[config.mk]
export PLATFORM = sky130hd
export DESIGN_NAME = reg_alu_sequencer
export DESIGN_NICKNAME = d
export VERILOG_FILES = /design/src/rtl/reg_alu_pkg.sv /design/src/rtl/instr_skid_buf.sv /design/src/rtl/reg_alu_sequencer.sv
export SDC_FILE = /design/constraint.sdc
export NUM_CORES = 1
export LEC_CHECK = 0
export BUFFER_PORTS_ARGS = -buffer_cell sky130_fd_sc_hd__buf_4
export CAP_MARGIN = 20
export CORE_MARGIN = 1
export CORE_UTILIZATION = 50
export DETAILED_ROUTE_END_ITERATION = 6
export GPL_ROUTABILITY_DRIVEN = 0
export HOLD_SLACK_MARGIN = 0.15
export PLACE_DENSITY = 0.83
export SYNTH_ARGS = -nofsm -noshare
export SYNTH_HDL_FRONTEND = slang
export SYNTH_SLANG_ARGS = --single-unit
export TNS_END_PERCENT = 1
[constraint.sdc]
create_clock -name clk -period 2.2 [get_ports clk]
set_input_delay 0.22 -clock clk [delete_from_list [all_inputs] [get_ports clk]]
set_output_delay 0.22 -clock clk [all_outputs]
set_load 0.01 [all_outputs]
[src/rtl/reg_alu_pkg.sv]
// rtl/reg_alu_pkg.sv - shared widths, packed instruction layout and FSM states for reg_alu_sequencer
package reg_alu_pkg;

    localparam int DEF_DATA_W = 8;
    localparam int DEF_ADDR_W = 4;
    localparam int DEF_RPT_W  = 4;
    localparam int DEF_IW     = DEF_RPT_W + 4 + 3 * DEF_ADDR_W + DEF_DATA_W;

    // Field order is the wire order of the instr port, MSB first.
    typedef struct packed {
        logic [DEF_RPT_W-1:0]  rpt;
        logic [1:0]            op;
        logic                  src;
        logic                  we;
        logic [DEF_ADDR_W-1:0] wa;
        logic [DEF_ADDR_W-1:0] ra1;
        logic [DEF_ADDR_W-1:0] ra2;
        logic [DEF_DATA_W-1:0] imm;
    } instr_t;

    typedef enum logic {
        IDLE = 1'b0,
        EXEC = 1'b1
    } state_t;

endpackage

[src/rtl/instr_skid_buf.sv]
// rtl/instr_skid_buf.sv - one-entry instruction holding buffer used when REG_ALU_SEQUENCER_PIPE_EN is defined
module instr_skid_buf #(
    parameter int W = 28
) (
    input  logic         clk,
    input  logic         reset,
    input  logic         push,
    input  logic         pop,
    input  logic [W-1:0] in_data,
    output logic         full,
    output logic [W-1:0] out_data
);

    // The sequencer only pushes when empty and only pops when full.
    always_ff @(posedge clk) begin
        if (reset) begin
            full     <= 1'b0;
            out_data <= '0;
        end else if (push) begin
            full     <= 1'b1;
            out_data <= in_data;
        end else if (pop) begin
            full     <= 1'b0;
        end
    end

endmodule

[src/rtl/reg_alu_sequencer.sv]
// rtl/reg_alu_sequencer.sv - instruction sequencer driving register-file/ALU control; REG_ALU_SEQUENCER_PIPE_EN enables back-to-back issue
module reg_alu_sequencer
    import reg_alu_pkg::*;
#(
    parameter int DATA_W = DEF_DATA_W,
    parameter int ADDR_W = DEF_ADDR_W,
    parameter int RPT_W  = DEF_RPT_W
) (
    input  logic                              clk,
    input  logic                              reset,
    input  logic [RPT_W+3+3*ADDR_W+DATA_W:0]  instr,
    input  logic                              instr_valid,
    output logic                              instr_ready,
    input  logic [DATA_W-1:0]                 ALUResult,
    output logic [ADDR_W-1:0]                 RA1,
    output logic [ADDR_W-1:0]                 RA2,
    output logic [ADDR_W-1:0]                 WA,
    output logic [DATA_W-1:0]                 external_data_in,
    output logic                              ALUSrc,
    output logic [1:0]                        ALUControl,
    output logic                              RegWrite,
    output logic                              busy,
    output logic                              done,
    output logic [DATA_W-1:0]                 result
);

    state_t           state, state_n;
    instr_t           cur, next_instr;
    logic [RPT_W-1:0] cnt;
    logic             accept, load, last;

    assign last   = (state == EXEC) && (cnt == '0);
    assign accept = instr_valid && instr_ready;

`ifdef REG_ALU_SEQUENCER_PIPE_EN
    logic                buf_full, buf_push, buf_pop;
    logic [$bits(instr_t)-1:0] buf_data;

    // A waiting buffered instruction always has priority over the port.
    assign instr_ready = !buf_full;
    assign next_instr  = buf_full ? instr_t'(buf_data) : instr_t'(instr);
    assign load        = (buf_full || accept) && ((state == IDLE) || last);
    assign buf_pop     = load && buf_full;
    assign buf_push    = accept && (state == EXEC) && !last;

    instr_skid_buf #(.W($bits(instr_t))) u_skid (
        .clk      (clk),
        .reset    (reset),
        .push     (buf_push),
        .pop      (buf_pop),
        .in_data  (instr),
        .full     (buf_full),
        .out_data (buf_data)
    );
`else
    assign instr_ready = (state == IDLE);
    assign next_instr  = instr_t'(instr);
    assign load        = accept;
`endif

    always_ff @(posedge clk) begin
        if (reset) state <= IDLE;
        else       state <= state_n;
    end

    always_comb begin
        state_n = state;
        case (state)
            IDLE:    if (load) state_n = EXEC;
            EXEC:    if (last) state_n = load ? EXEC : IDLE;
            default: state_n = IDLE;
        endcase
    end

    always_ff @(posedge clk) begin
        if (reset) begin
            cur    <= '0;
            cnt    <= '0;
            done   <= 1'b0;
            result <= '0;
        end else begin
            done <= last;
            if (last) result <= ALUResult;
            if (load) begin
                cur <= next_instr;
                cnt <= next_instr.rpt;
            end else if ((state == EXEC) && (cnt != '0)) begin
                cnt <= cnt - 1'b1;
            end
        end
    end

    assign RA1              = cur.ra1;
    assign RA2              = cur.ra2;
    assign WA               = cur.wa;
    assign external_data_in = cur.imm;
    assign ALUSrc           = cur.src;
    assign ALUControl       = cur.op;
    assign busy             = (state == EXEC);
    assign RegWrite         = (state == EXEC) && cur.we;

endmodule
# After elaboration in Yosys (flattened, before gate mapping)
# Index checks and enable logic that the tools add are counted.
[totals]
register_bits = 38
input_bits = 39
output_inout_bits = 35
word_cells = 25
[op_classes]
n_addsub = 1
mux = 5
bitwise_logic = 1
n_reduce_logical = 7
[op_table]
columns = ["operator", "n"]
rows = [
  ["$mux W4", 2],
  ["$logic_and A1 B1 Y1", 4],
  ["$logic_not A4 Y1", 1],
  ["$reduce_bool A4 Y1", 1],
  ["$sub A4 B1 Y4 const B", 1],
  ["$mux W1", 2],
  ["$pmux W1 S2", 1],
  ["$reduce_bool A2 Y1", 1],
  ["$not A1 Y1", 1],
]

# Depth between registers and ports, before layout
[depth]
ltp_word = 5
depth_mapped = 7
ltp_nobuf = 6

# Worst setup path after synthesis
# OpenSTA, ideal clock, no wires.
[synth_timing]
path_type = "flip-flop to flip-flop"
from = "register cnt[0]"
to = "register cnt[0]"
setup_time_ns = 0.122
t_arrival_ns = 1.183
required_time_ns = 2.078
setup_slack_ns = 0.895
stages_incl_launch_ff = 8
n_path_buf = 1
period_less_slack_ns = 1.305
path_cell_list = "dfxtp_1 > inv_1 > ha_1 > nand4bb_1 > buf_2 > o21ai_0 > a21oi_1 > nor2_1"
[synth_via]
elab_chain_cells = 3
elab_cells_between_ends = 6
[synth_rtl]
columns = ["item", "line_no", "text"]
rows = [
  ["from (decl)", "reg_alu_sequencer.sv:29", "logic [RPT_W-1:0] cnt;"],
  ["from (signal assigned)", "reg_alu_sequencer.sv:86", "cnt <= next_instr.rpt;"],
  ["from (signal assigned)", "reg_alu_sequencer.sv:88", "cnt <= cnt - 1'b1;"],
  ["$sub A4 B1 Y4 / $reduce_bool A4 Y1 (equally long branches)", "reg_alu_sequencer.sv:88, reg_alu_sequencer.sv:87", ""],
  ["$mux W4 / $logic_and A1 B1 Y1 (equally long branches)", "reg_alu_sequencer.sv:87", "end else if ((state == EXEC) && (cnt != '0)) begin"],
  ["$mux W4 / $reduce_bool A2 Y1 (equally long branches)", "-", ""],
]
# Parallel ways exist; a longest one is shown, timed or not. The select of a mux whose other input is x is not followed.
# A chain may end at the register's enable or synchronous reset.

# Worst setup path in the final report
[layout_timing]
from = "register state, in the netlist busy"
to = "register cur, in the netlist ALUControl[1]"
[layout_via]
elab_chain_cells = 2
[layout_rtl]
columns = ["item", "line_no", "text"]
rows = [
  ["from (decl)", "reg_alu_sequencer.sv:27", "state_t state, state_n;"],
  ["from (signal assigned)", "reg_alu_sequencer.sv:63", "else state <= state_n;"],
  ["$not A1 Y1", "reg_alu_sequencer.sv:56", "assign instr_ready = (state == IDLE);"],
  ["$logic_and A1 B1 Y1", "reg_alu_sequencer.sv:33", "assign accept = instr_valid && instr_ready;"],
  ["to (signal assigned)", "reg_alu_sequencer.sv:85", "cur <= next_instr;"],
  ["to (decl)", "reg_alu_sequencer.sv:28", "instr_t cur, next_instr;"],
]
# Every way passes these cells.

==> results.py <==
metrics = {
    "status": {
        "status": "finished clean",
    },
    "detailed_routing": {
        "ant_nets": 0,
        "first_pass_iters": 4,
        "vias": 1563,
        "drt-initial-drc-count": 104,
        "wl_um": 4000,
        "vias_per_cell": 4.736,
        "avgRoutedWirePerCell_um": 12.12,
        "drc_errors": 0,
    },
    "critical_path": {
        "critPathCaptureType": "flop",
        "critical_path.max_fanout": 11,
        "r2r_cells": 4,
        "r2r_setup_slack_ns": 0.68,
        "r2r-start": "busy",
        "path_class": "reg2reg",
        "cp-start-kind": "flop",
        "crit_start": "busy",
        "r2r_end": "ALUControl[1]",
        "required_ns": 2.47,
        "crit_arrival_ns": 1.79,
    },
    "min_path": {
        "hold_path.class": "in2reg",
        "holdPathEnd": "cnt[2]",
        "hp-start": "instr[26]",
        "min_path_cells": 4,
    },
    "timing": {
        "slew-limit-headroom_pct": 67.45,
        "finalHoldViolCount": 0,
        "period_share_pct": 69.19,
        "tightest_slew_ns": 0.4860,
        "setup_slack_ns": 0.6779,
        "fin_worst_skew_ns": 0.006558,
        "max_freq_mhz": 657.0,
        "setup_viol": 0,
        "holdWs_ns": 0.2324,
        "slew_violations": 0,
        "rsz0062_at_grt": "no",
        "post-route-min-period_ns": 1.522,
        "setup_tns_ns": 0,
    },
    "logic_synthesis": {
        "synth_seq_area_share_pct": 44.12,
        "synthCells": 203,
        "netlist_area_um2": 1724,
        "synth_top_cell_area_share_pct": 44.12,
        "synthFlopType": "dfxtp_1",
        "synth.most_common_cell": "nand2_1",
        "synth_commonest_cells": "56 x nand2_1, 38 x dfxtp_1, 25 x a21oi_1, 25 x buf_4, 11 x a21oi_2",
        "synth_edf_count": 0,
        "async_flop_share_pct": 0,
        "ys_warn_count": 0,
        "syn-num-nets": 244,
        "ys_types": 28,
        "synth_area_leaders": "dfxtp_1 44%, nand2_1 12%, buf_4 11%, a21oi_1 7.3%, a21oi_2 5.6%",
        "synth_seq_cells": 38,
        "synth_area_leader_cell": "dfxtp_1",
        "syn_avg_cell_area_um2": 8.493,
    },
    "layout": {
        "final_cell_area_um2": 2530,
        "layout.nets": 326,
        "area_growth_pct": 46.73,
        "diodes": 0,
        "finalNonFillerCells": 330,
        "drive_gt1_share_pct": 39.16,
    },
    "floorplanning": {
        "die_y_um": 60.72,
        "fp.coreArea_um2": 3153,
        "dieArea_um2": 3687,
        "initial_utilization_pct": 54.68,
        "die_w_um": 60.72,
        "ios": 74,
        "rows": 20,
    },
    "placement": {
        "place_area_um2": 2098,
        "post-place-cells": 290,
        "portBuffers": 73,
        "dp_worst_setup_slack_ns": 0.7039,
        "hpwl_um": 2436,
    },
    "pwr": {
        "p_per_area_nw_per_um2": 720.6,
        "peakVddDrop_mv": 0.5651,
        "p_leak_nw": 1.103,
    },
    "global_route": {
        "grt_util_all_layers_pct": 23.11,
        "grt_max_degree": 39,
        "grt_overflow_total": 0,
        "grt_pass1_vias": 1479,
        "grt_first_pass_wirelength_um": 6141,
        "antenna_found_initial": 0,
    },
    "clock_network": {
        "htreeDepth": 2,
        "clk_latency_ns": 0.34,
        "cts.sinks": 38,
        "clkSlewWorstSetupHoldPaths_ns": 0.11,
        "cts_tree": "built",
        "clock-root-buffer": "clkbuf_4",
        "numCtsBuffers": 5,
        "clk_path_buf_depth": 2,
    },
    "job": {
        "drv_cap": 0,
    },
}
-- report_power, final --
group	switching (mW)	total, mW	internal [mW]
Combinational	0.200	0.429	0.229
Clock	0.221	0.606	0.385
Sequential	0.0406	0.787	0.747
Total	0.462	1.82	1.36
-- through the flow --
stage               utilization [%]  power (mW)
global placement              66.55       1.175
detailed placement            66.55       1.182
finish                        80.24       1.823
floorplan                         -       1.070
CTS                           80.24       1.831
global route                  80.24       1.929
-- worst max-delay path, cell delays in order (launching register included) --
cell      delay [ns]
dfxtp_1         0.55
nand2b_1        0.43
buf_4           0.27
nand2_1         0.07
a21oi_1         0.15
-- sequential cells by signal, summed over array words and instances (netlist names) --
signal and count:
external_data_in 8, result 8, RA1 4, RA2 4
WA 4, cnt 4, ALUControl 2, ALUSrc 1
busy 1, cur 1, done 1
-- worst max path at each step --
stage	to	cells past startpoint	slack (ns)
after floorplan	cnt[0]	7	0.89
after global routing	cnt[2]	4	0.53
after global placement	cnt[2]	4	0.71
after detailed placement	ALUControl[1]	4	0.70
final	ALUControl[1]	4	0.68
after CTS	ALUControl[1]	4	0.68
-- placed cells by master, fill, tap and decap left out, drive strengths merged --
cell         synthesis  routed
buf                 33      78
nand2               66      66
dfxtp               38      38
a21oi               36      36
dlygate4sd3          0      32
nor2                 6       6
clkbuf               2       6
inv                  3       3
a211oi               2       2
ha                   2       2
bufinv               0       2
nor2b                2       2
o21ai                2       2
nor3                 2       2
and2                 1       1
nand2b               1       1
nand3b               1       1
nand4bb              1       1
a21o                 1       1
nand3                1       1
and4bb               1       1
xnor2                1       1
a32o                 1       1
-- routing by layer --
metal  track usage [%]  share of wire, %
met3             7.676               4.7
met2             43.33                54
met4             9.740               2.5
met5                 0                 0
met1             23.25                39
-- layout make-up --
| class | instances | area, µm² |
|---|---|---|
| clock inverters | 2 | 60.06 |
| repair buffers | 110 | 905.9 |
| inverters | 3 | 11.26 |
| clock buffers | 6 | 51.30 |
| fillers | 220 | 623.1 |
| multi-input cells | 127 | 685.7 |
| well taps | 44 | 55.05 |
| flip-flops and latches | 38 | 760.7 |
-- cell families (layout without fill, tap and decap cells) --
| family | Yosys count | count (layout) | synth area share, % |
|---|---|---|---|
| AO/OA/AOI/OAI | 42 | 42 | 16.11 |
| XOR/XNOR | 1 | 1 | 0.5081 |
| adder cells (fa/ha/maj) | 2 | 2 | 1.451 |
| buffers and inverters | 38 | 121 | 16.11 |
| flip-flops | 38 | 38 | 44.12 |
| AND/OR/NAND/NOR | 82 | 82 | 21.70 |
-- what timing repair did --
item,CTS,global route
endpoints found under the hold margin,32,0
hold buffers,32,0
gates resized for setup,0,0
setup buffers,0,0
(Power assumes the default switching activity.)
